File: config.mk
export PLATFORM = sky130hd
export DESIGN_NAME = sram_bist
export DESIGN_NICKNAME = d
export VERILOG_FILES = /design/src/rtl/sram_bist_pkg.sv /design/src/rtl/sram_bist_checker.sv /design/src/rtl/sram_bist.sv
export SDC_FILE = /design/constraint.sdc
export NUM_CORES = 1
export LEC_CHECK = 0
export CORE_ASPECT_RATIO = 1.75
export CORE_MARGIN = 5
export CORE_UTILIZATION = 35
export DETAILED_ROUTE_END_ITERATION = 7
export HOLD_SLACK_MARGIN = 0.08
export PLACE_DENSITY = 0.66
export SYNTH_ARGS = -nofsm -noshare
export SYNTH_HDL_FRONTEND = slang
export SYNTH_SLANG_ARGS = --single-unit
File: constraint.sdc
create_clock -name clk -period 5.72 [get_ports clk]
set_input_delay 1.144 -clock clk [delete_from_list [all_inputs] [get_ports clk]]
set_output_delay 1.144 -clock clk [all_outputs]
set_load 0.01 [all_outputs]
File: src/rtl/sram_bist_pkg.sv
// Shared types, FSM state encoding and address/data pattern helpers for the SRAM BIST.
package sram_bist_pkg;

    typedef logic [31:0] Ram_addr_t;
    typedef logic [31:0] Word_t;

    localparam int unsigned IDX_W = 16;

    typedef enum logic [2:0] {
        IDLE,
        WR_OP,
        WR_GAP,
        RD_OP,
        RD_CHK,
        DONE
    } state_t;

    // Byte address of word idx; wraps at the address width.
    function automatic Ram_addr_t pattern_addr(Ram_addr_t base, logic [IDX_W-1:0] idx);
        return base + Ram_addr_t'({idx, 2'b00});
    endfunction

    function automatic Word_t pattern_data(Ram_addr_t addr, Word_t seed, logic inv);
        Word_t d;
        d = seed ^ Word_t'(addr);
        return inv ? ~d : d;
    endfunction

endpackage

File: src/rtl/sram_bist_checker.sv
// Read-back comparison with saturating mismatch counter and first-failure capture.
module sram_bist_checker
    import sram_bist_pkg::*;
(
    input  logic        clk,
    input  logic        rst,
    input  logic        clear,
    input  logic        check_en,
    input  Ram_addr_t   addr,
    input  Word_t       expected,
    input  Word_t       actual,
    output logic [15:0] fail_count,
    output Ram_addr_t   first_fail_addr,
    output Word_t       first_fail_data
);

    always_ff @(posedge clk or negedge rst) begin
        if (!rst) begin
            fail_count      <= '0;
            first_fail_addr <= '0;
            first_fail_data <= '0;
        end else if (clear) begin
            fail_count      <= '0;
            first_fail_addr <= '0;
            first_fail_data <= '0;
        end else if (check_en && (actual != expected)) begin
            if (fail_count != '1)
                fail_count <= fail_count + 16'd1;
            if (fail_count == '0) begin
                first_fail_addr <= addr;
                first_fail_data <= actual;
            end
        end
    end

endmodule

File: src/rtl/sram_bist.sv
// SRAM write/read-back BIST. Define SRAM_BIST_INV_PASS_EN to add a second pass
// with inverted data before completion.
module sram_bist
    import sram_bist_pkg::*;
#(
    parameter int unsigned WORD_COUNT = 256,
    parameter Ram_addr_t   BASE_ADDR  = '0,
    parameter Word_t       SEED       = 32'hA5A5_0000
) (
    input  logic        clk,
    input  logic        rst,
    input  logic        start,
    input  logic        abort,
    output Ram_addr_t   bus_addr,
    output logic        read_op,
    output logic        write_op,
    output Word_t       bus_data_write,
    input  Word_t       bus_data_read,
    output logic        busy,
    output logic        done,
    output logic        pass,
    output logic [15:0] fail_count,
    output Ram_addr_t   first_fail_addr,
    output Word_t       first_fail_data
);

    state_t           state, state_n;
    logic [IDX_W-1:0] idx, idx_n;
    logic             clear;
    logic             last;
    logic             busy_s;
    Ram_addr_t        cur_addr;
    Word_t            cur_data;

`ifdef SRAM_BIST_INV_PASS_EN
    logic inv, inv_n;

    always_ff @(posedge clk or negedge rst) begin
        if (!rst) inv <= 1'b0;
        else      inv <= inv_n;
    end
`else
    logic inv;
    assign inv = 1'b0;
`endif

    always_ff @(posedge clk or negedge rst) begin
        if (!rst) begin
            state <= IDLE;
            idx   <= '0;
        end else begin
            state <= state_n;
            idx   <= idx_n;
        end
    end

    assign last     = (idx == IDX_W'(WORD_COUNT - 1));
    assign busy_s   = (state == WR_OP) || (state == WR_GAP) ||
                      (state == RD_OP) || (state == RD_CHK);
    assign cur_addr = pattern_addr(BASE_ADDR, idx);
    assign cur_data = pattern_data(cur_addr, SEED, inv);

    always_comb begin
        state_n = state;
        idx_n   = idx;
        clear   = 1'b0;
`ifdef SRAM_BIST_INV_PASS_EN
        inv_n   = inv;
`endif
        case (state)
            IDLE, DONE: begin
                if (start) begin
                    clear   = 1'b1;
                    idx_n   = '0;
                    state_n = WR_OP;
`ifdef SRAM_BIST_INV_PASS_EN
                    inv_n   = 1'b0;
`endif
                end
            end
            WR_OP:  state_n = WR_GAP;
            WR_GAP: begin
                if (last) begin
                    idx_n   = '0;
                    state_n = RD_OP;
                end else begin
                    idx_n   = idx + IDX_W'(1);
                    state_n = WR_OP;
                end
            end
            RD_OP:  state_n = RD_CHK;
            RD_CHK: begin
                if (!last) begin
                    idx_n   = idx + IDX_W'(1);
                    state_n = RD_OP;
                end else begin
`ifdef SRAM_BIST_INV_PASS_EN
                    if (!inv) begin
                        inv_n   = 1'b1;
                        idx_n   = '0;
                        state_n = WR_OP;
                    end else begin
                        state_n = DONE;
                    end
`else
                    state_n = DONE;
`endif
                end
            end
            default: state_n = IDLE;
        endcase
        // Abort overrides any advance computed above for this cycle.
        if (busy_s && abort) begin
            state_n = IDLE;
            idx_n   = '0;
`ifdef SRAM_BIST_INV_PASS_EN
            inv_n   = 1'b0;
`endif
        end
    end

    assign write_op       = (state == WR_OP);
    assign read_op        = (state == RD_OP);
    assign bus_addr       = (write_op || read_op) ? cur_addr : '0;
    assign bus_data_write = write_op ? cur_data : '0;
    assign busy           = busy_s;
    assign done           = (state == DONE);
    assign pass           = done && (fail_count == '0);

    sram_bist_checker u_checker (
        .clk             (clk),
        .rst             (rst),
        .clear           (clear),
        .check_en        ((state == RD_CHK) && !abort),
        .addr            (cur_addr),
        .expected        (cur_data),
        .actual          (bus_data_read),
        .fail_count      (fail_count),
        .first_fail_addr (first_fail_addr),
        .first_fail_data (first_fail_data)
    );

endmodule

==> flow_metrics.tcl, run 1 <==
set metrics [dict create \
    drt_first_pass_iters 4 \
    synth_compound_area_share_pct 12.02 \
    drive_gt1_share_pct 5.293 \
    hold_depth 2 \
    max_stage_delay_ns 0.82 \
    antenna_found_initial 0 \
    synth_top_family_by_area "simple AND/OR/NAND/NOR gates" \
    wl_per_cell_um 17.44 \
    vias 4510 \
    fmaxAchievable_mhz 272.3 \
    place_congestion 0.8977 \
    antennaDiodeCount 0 \
    grt_pass1_vias 4637 \
    cts-htree-levels 3 \
    fin_crit_ns 3.673 \
    routed_via_density 5.131 \
    yosysSeqAreaShare_pct 41.47 \
    fin_cells 879 \
    timing_worst_setup_path_type "input pin to flop" \
    hold_path_class "flop to flop" \
    rr_startpoint "idx[13]$_DFFE_PN0P_" \
    slew_headroom_pct 26.95 \
    cts_tree "done" \
    crit_chain "clkdlybuf4s50_1 > nor4b_2 > nand4_1 > nor4_2 > a211o_2 > buf_4 > nand3_1 > o21ai_0" \
    ys.flop_type "dfrtp_1" \
    dieArea_um2 16900 \
    synthAdderAreaFrac_pct 0.7494 \
    power_density_nw_per_um2 261.3 \
    nFillCells 1423 \
    clk_latency_ns 0.34 \
    drcViolationCount 0 \
    p_leak_nw 2.734 \
    status "finished, final reports clean" \
    grt_first_pass_wirelength_um 24210 \
    postRouteWirelength_um 15330 \
    ys_warn_count 0 \
    synth_area_um2 5009 \
    synth-simple-area-share_pct 24.96 \
    drtAntennaViolNets 0 \
    track_usage_pct 18.07 \
    core_um2 14220 \
    io_pins 185 \
    rrSetupSlack_ns 2.87 \
    regToRegEndpoint "u_checker.first_fail_addr[14]$_DFFE_PN0P_" \
    cts_resized 0 \
    cts_num_sinks 83 \
    slew_violations 0 \
    required_ns 5.97 \
    synth_mux_area_share_pct 1.249 \
    synth_seq_cells 83 \
    die_h_um 168.3 \
    clock_path_buffers 2 \
    grt_setup_unrepaired "false" \
    nNetsFinal 733 \
    initial_core_util_pct 35.21 \
    dpl.cell_count 863 \
    synth_xor_area_share_pct 4.022 \
    place_hpwl_um 11380 \
    setup_viol 0 \
    clock-root-buffer "clkbuf_16" \
    fin_skew_ns 0.006938 \
    port_buffers 143 \
    syn_inst 584 \
    cts.reportedPaths.clkPinSlew_ns 0.06 \
    rows 58 \
    die_x_um 100.4 \
    ys_types 52 \
    worst-path-max-fanout 65 \
    synth_edf_count 0 \
    ys_async_sr_fraction_pct 100.0 \
    min-delay-start "u_checker.first_fail_data[8]$_DFFE_PN0P_" \
    maxCapViolations 0 \
    synth_area_per_cell_um2 8.576 \
    timing.final.crit_share_pct 64.21 \
    cts_setup_buffers 0 \
    tightest_slew_ns 1.096 \
    grt-ovfl-total 0 \
    ir_drop_v 0.0001267 \
    cts_buffers 9 \
    hold_end "u_checker.first_fail_data[8]$_DFFE_PN0P_" \
    rr_worst_depth 7 \
    critPathLaunchType "input pin" \
    hold_buffers 0 \
    hold_viol 0 \
    setup_tns_ns 0 \
    drt-initial-drc-count 284 \
    worstPathArrival_ns 3.92 \
    grt_max_degree 84 \
    cp_slowest_cell "a211o_2" \
    critPathCaptureType "flop" \
    area_growth_pct 30.93 \
]
==> area by class of cell <==
cell class / count / area [um^2] / share of cell area, %
multi-input cells: 400 / 2307 / 35.18
repair buffers: 146 / 1451 / 22.13
clock inverters: 6 / 65.06 / 0.9922
inverters: 54 / 202.7 / 3.091
flip-flops and latches: 83 / 2077 / 31.67
clock buffers: 10 / 229.0 / 3.492
well taps: 180 / 225.2 / 3.434
==> cells by family (layout without fill, tap and decap cells) <==
group | after synthesis | in the layout
AO/OA/AOI/OAI | 103 | 103
flip-flops | 83 | 83
adder cells (fa/ha/maj) | 3 | 3
multiplexers | 6 | 6
other | 1 | 41
buffers and inverters | 141 | 216
AND/OR/NAND/NOR | 224 | 224
XOR/XNOR | 23 | 23
==> worst max-delay path by stage <==
| stage | from | endpoint | slack, ns | depth (start not counted) |
|---|---|---|---|---|
| after floorplan | state[0]$_DFFE_PN0P_ | bus_data_write[10] | 2.90 | 5 |
| after global placement | bus_data_read[22] | u_checker.first_fail_data[13]$_DFFE_PN0P_ | 1.85 | 8 |
| after detailed placement | bus_data_read[22] | u_checker.first_fail_data[26]$_DFFE_PN0P_ | 1.69 | 8 |
| after CTS | bus_data_read[22] | u_checker.first_fail_addr[14]$_DFFE_PN0P_ | 2.03 | 8 |
| after global routing | bus_data_read[22] | u_checker.first_fail_data[14]$_DFFE_PN0P_ | 1.82 | 8 |
| final | bus_data_read[22] | u_checker.first_fail_addr[14]$_DFFE_PN0P_ | 2.05 | 8 |
==> stage by stage <==
step	total power, mW	cell area (um^2)	util [%]	hold slack, ns	worst slack [ns]
global placement	1.143	6264	44.04	0.4818	1.855
floorplan	0.9737	5159	-	0.5346	2.904
finish	1.714	6558	46.10	0.5012	2.047
CTS	1.733	6558	46.10	0.5064	2.028
detailed placement	1.153	6264	44.04	0.4921	1.688
global route	1.808	6558	46.10	0.5282	1.818
==> sequential cells by signal, indices dropped and copies added (netlist names) <==
| signal | cells |
|---|---|
| u_checker.first_fail_data | 32 |
| idx | 16 |
| u_checker.fail_count | 16 |
| u_checker.first_fail_addr | 16 |
| state | 3 |
==> critical path: cells and delay by family <==
kind | cells | cell delay, ns
buffers and inverters | 2 | 0.87
AOI/OAI and AO/OA | 2 | 0.96
and+or+nand+nor | 4 | 0.94
==> layer usage <==
| layer | vias up | global-route usage, % | wire (um) | share of wire (%) |
|---|---|---|---|---|
| li1 | 2118 | - | - | - |
| met1 | 2150 | 20.59 | 5791 | 38 |
| met2 | 219 | 32.00 | 8079 | 53 |
| met3 | 23 | 3.939 | 1120 | 7.3 |
| met4 | 0 | 7.566 | 337 | 2.2 |
| met5 | - | 0 | 0 | 0 |
==> power by group <==
| group | leakage [nW] | internal, mW | switching, mW |
|---|---|---|---|
| clock | 0.143 | 0.339 | 0.236 |
| sequential | 1.16 | 0.615 | 0.0406 |
| combinational | 1.44 | 0.201 | 0.282 |
| total | 2.73 | 1.16 | 0.558 |
==> placed cells by master, fill, tap and decap left out, drive strengths merged, types with 2 or more instances in the layout <==
cell           instances
a21o                   2
a21oi                 12
a221o                  7
and2                  38
and3                   7
and4                   4
buf                    4
clkbuf                10
clkdlybuf4s50        142
clkinv                 3
conb                  41
dfrtp                 83
ha                     3
inv                   55
mux2                   2
mux2i                  4
nand2                 28
nand3                 61
nand4                 12
nor2                  20
nor2b                  9
nor3                  17
nor4                  11
nor4b                  3
o21ai                 69
o21bai                 2
o31ai                  4
or2                    3
or3                    3
or4                    4
xnor2                 21
xor2                   2
==> cell usage after synthesis (2+ instances only) <==
cell type | count | area [um^2]
a21oi_1 | 10 | 50.05
inv_1 | 54 | 202.7
or2_2 | 3 | 18.77
buf_4 | 57 | 427.9
nor2_2 | 2 | 12.51
nand4_1 | 12 | 75.07
nand2_1 | 28 | 105.1
and3_1 | 7 | 43.79
ha_1 | 3 | 37.54
nor3_1 | 16 | 80.08
buf_6 | 2 | 22.52
o21bai_1 | 2 | 15.01
o21ai_0 | 63 | 315.3
and4_1 | 3 | 26.28
mux2_2 | 2 | 22.52
a21oi_2 | 2 | 17.52
mux2i_1 | 4 | 40.04
nor4_1 | 10 | 62.56
nor4b_2 | 2 | 30.03
nor2b_1 | 9 | 56.30
buf_2 | 12 | 60.06
dfrtp_1 | 83 | 2077
a21o_1 | 2 | 15.01
o21ai_1 | 6 | 30.03
xnor2_1 | 21 | 183.9
and2_1 | 38 | 237.7
nand3_1 | 60 | 300.3
clkbuf_1 | 15 | 56.30
nor2_1 | 18 | 67.56
a221o_1 | 7 | 70.07
or3_1 | 3 | 18.77
or4_1 | 4 | 30.03
xor2_1 | 2 | 17.52
o31ai_1 | 4 | 30.03
No activity file was read; power rests on OpenSTA's default activity.
==> run 2: changes to the inputs <==
Clock period 5.72 ns to 3.8 ns, I/O delays scaled along.
==> run 2 against run 1 <==
Wire length hardly changed. Register-to-register slack worse by 1.7 ns. Largest power group unchanged. Utilization is 0.13 points higher. Non-clock buffer count is 3 higher.
==> flow_metrics.tcl, run 2 (synthesized netlist as in run 1, its figures left out) <==
set metrics [dict create \
    antennaDiodeCount 0 \
    drt_first_pass_iters 4 \
    hold_viol 0 \
    rrSetupSlack_ns 1.22 \
    crit_chain "nor2b_1 > nor2b_1 > buf_4 > and2_1 > clkdlybuf4s50_1" \
    clk_latency_ns 0.34 \
    port_buffers 143 \
    largest_reg_flops 32 \
    setup_slack_ns 0.7388 \
    rr_startpoint "state[0]$_DFFE_PN0P_" \
    io_pins 185 \
    setup_viol 0 \
    grt-ovfl-total 0 \
    clock_path_buffers 2 \
    postRouteWirelength_um 15320 \
    drive_gt1_share_pct 5.698 \
    track_usage_pct 17.95 \
    nNetsFinal 736 \
    cts_buffers 9 \
    rr_worst_depth 5 \
    cts.reportedPaths.clkPinSlew_ns 0.06 \
    intPower_mw 1.678 \
    status "finished, final reports clean" \
    core_um2 14220 \
    cp_common_cell "nor2b_1" \
    grt_first_pass_wirelength_um 23760 \
    critPathLaunchType "flop" \
    antenna_found_initial 0 \
    cp_slowest_cell "dfrtp_1" \
    routed_via_density 5.041 \
    worst-path-max-fanout 24 \
    cts-htree-levels 3 \
    cp.buffers_inverters 2 \
    layout_common_cells "clkdlybuf4s50_1 (142), dfrtp_1 (83), o21ai_0 (63)" \
    grt_setup_unrepaired "false" \
    hold_buffers 0 \
    area_growth_pct 31.30 \
    p_leak_nw 2.738 \
    place_hpwl_um 11270 \
    maxCapViolations 0 \
    die_h_um 168.3 \
    min-delay-start "u_checker.first_fail_data[30]$_DFFE_PN0P_" \
    fin_skew_ns 0.01106 \
    required_ns 3.04 \
    fin_crit_ns 3.061 \
    swShare_pct 33.83 \
    initial_core_util_pct 35.21 \
    vias 4446 \
    drcViolationCount 0 \
    setup_tns_ns 0 \
    clock-root-buffer "clkbuf_16" \
    cts_resized 0 \
    dieArea_um2 16900 \
    tightest_slew_ns 1.075 \
    cp_top_family "buffers and inverters" \
    slew_headroom_pct 28.33 \
    place_ws_ns 0.6833 \
    final_common_cell "clkdlybuf4s50_1" \
    largest_register "u_checker.first_fail_data" \
    critPathCaptureType "primary output" \
    hold_end "u_checker.first_fail_data[30]$_DFFE_PN0P_" \
    cts_setup_buffers 0 \
    power_density_nw_per_um2 385.6 \
    power_switching_mw 0.8580 \
    place_congestion 0.8788 \
    combPwrFrac_pct 28.6 \
    drtAntennaViolNets 0 \
    startpoint "state[0]$_DFFE_PN0P_" \
    grt_pass1_vias 4394 \
    cts_tree "done" \
    grt_max_degree 84 \
    wl_per_cell_um 17.37 \
    rows 58 \
    slew_violations 0 \
    max_stage_delay_ns 0.59 \
    timing.final.crit_share_pct 80.56 \
    power_frac_clock_pct 32.4 \
    ir_drop_v 0.0001848 \
    hold_path_class "flop to flop" \
    seqPwrFrac_pct 38.9 \
    drt-initial-drc-count 221 \
    die_x_um 100.4 \
    worstPathArrival_ns 2.30 \
    regToRegEndpoint "u_checker.first_fail_addr[9]$_DFFE_PN0P_" \
    cts_num_sinks 83 \
    hold_depth 2 \
    timing_worst_setup_path_type "flop to primary output" \
    fmaxAchievable_mhz 326.7 \
]
-- run 2: changes by cell type in the layout (fill, tap and decap cells not counted) --
cell,delta
clkinv_2,-2
inv_6,+1
clkinvlp_4,+2
bufinv_16,-1
buf_4,+2
buf_12,+1
-- run 2: worst max-delay path by stage --
stage                                                end  slack (ns)  cells past startpoint
2_1_floorplan                         bus_data_write[10]        1.37                      5
3_3_place_gp   u_checker.first_fail_addr[14]$_DFFE_PN0P_        0.77                      8
3_5_place_dp    u_checker.first_fail_addr[5]$_DFFE_PN0P_        0.68                      8
4_1_cts                               bus_data_write[15]        0.74                      5
5_1_grt                               bus_data_write[10]        0.61                      5
6_report                              bus_data_write[15]        0.74                      5
-- run 2: routing by layer --
layer	global-route usage, %	share of wire, %	vias to the layer above
li1	-	-	2132
met1	20.62	39	2107
met2	31.54	52	178
met3	3.980	7.0	29
met4	7.566	2.4	0
met5	0	0	-
-- run 2: through the flow --
step	utilization, %	area [um^2]	cells	power, mW	hold slack, ns
after floorplan	-	5159	624	1.466	0.4644
after global placement	44.28	6299	866	1.725	0.4827
after detailed placement	44.28	6299	866	1.732	0.4943
after CTS	46.24	6576	882	2.566	0.5103
after global routing	46.24	6576	882	2.668	0.5382
final	46.24	6576	882	2.536	0.5032
-- run 2: cell type report --
| class | count | area (um^2) |
|---|---|---|
| Sequential cell | 83 | 2077 |
| Fill cell | 1407 | 7647 |
| Clock buffer | 10 | 229.0 |
| Clock inverter | 6 | 48.80 |
| Tap cell | 180 | 225.2 |
| Timing Repair Buffer | 149 | 1486 |
| Inverter | 54 | 202.7 |
| Multi-Input combinational cell | 400 | 2307 |
-- run 2: power groups by stage --
stage / Clock (mW) / Combinational (mW) / Sequential, mW
after floorplan: 0 / 0.481 / 0.985
after global placement: 0 / 0.726 / 0.999
after detailed placement: 0 / 0.729 / 1.00
after CTS: 0.845 / 0.734 / 0.987
after global routing: 0.875 / 0.798 / 0.995
final: 0.822 / 0.726 / 0.988
-- run 2: tightest hold or removal path: stages, from the launching register on --
cell and delay (ns):
dfrtp_1 0.34, nand3_1 0.06, o21ai_1 0.06
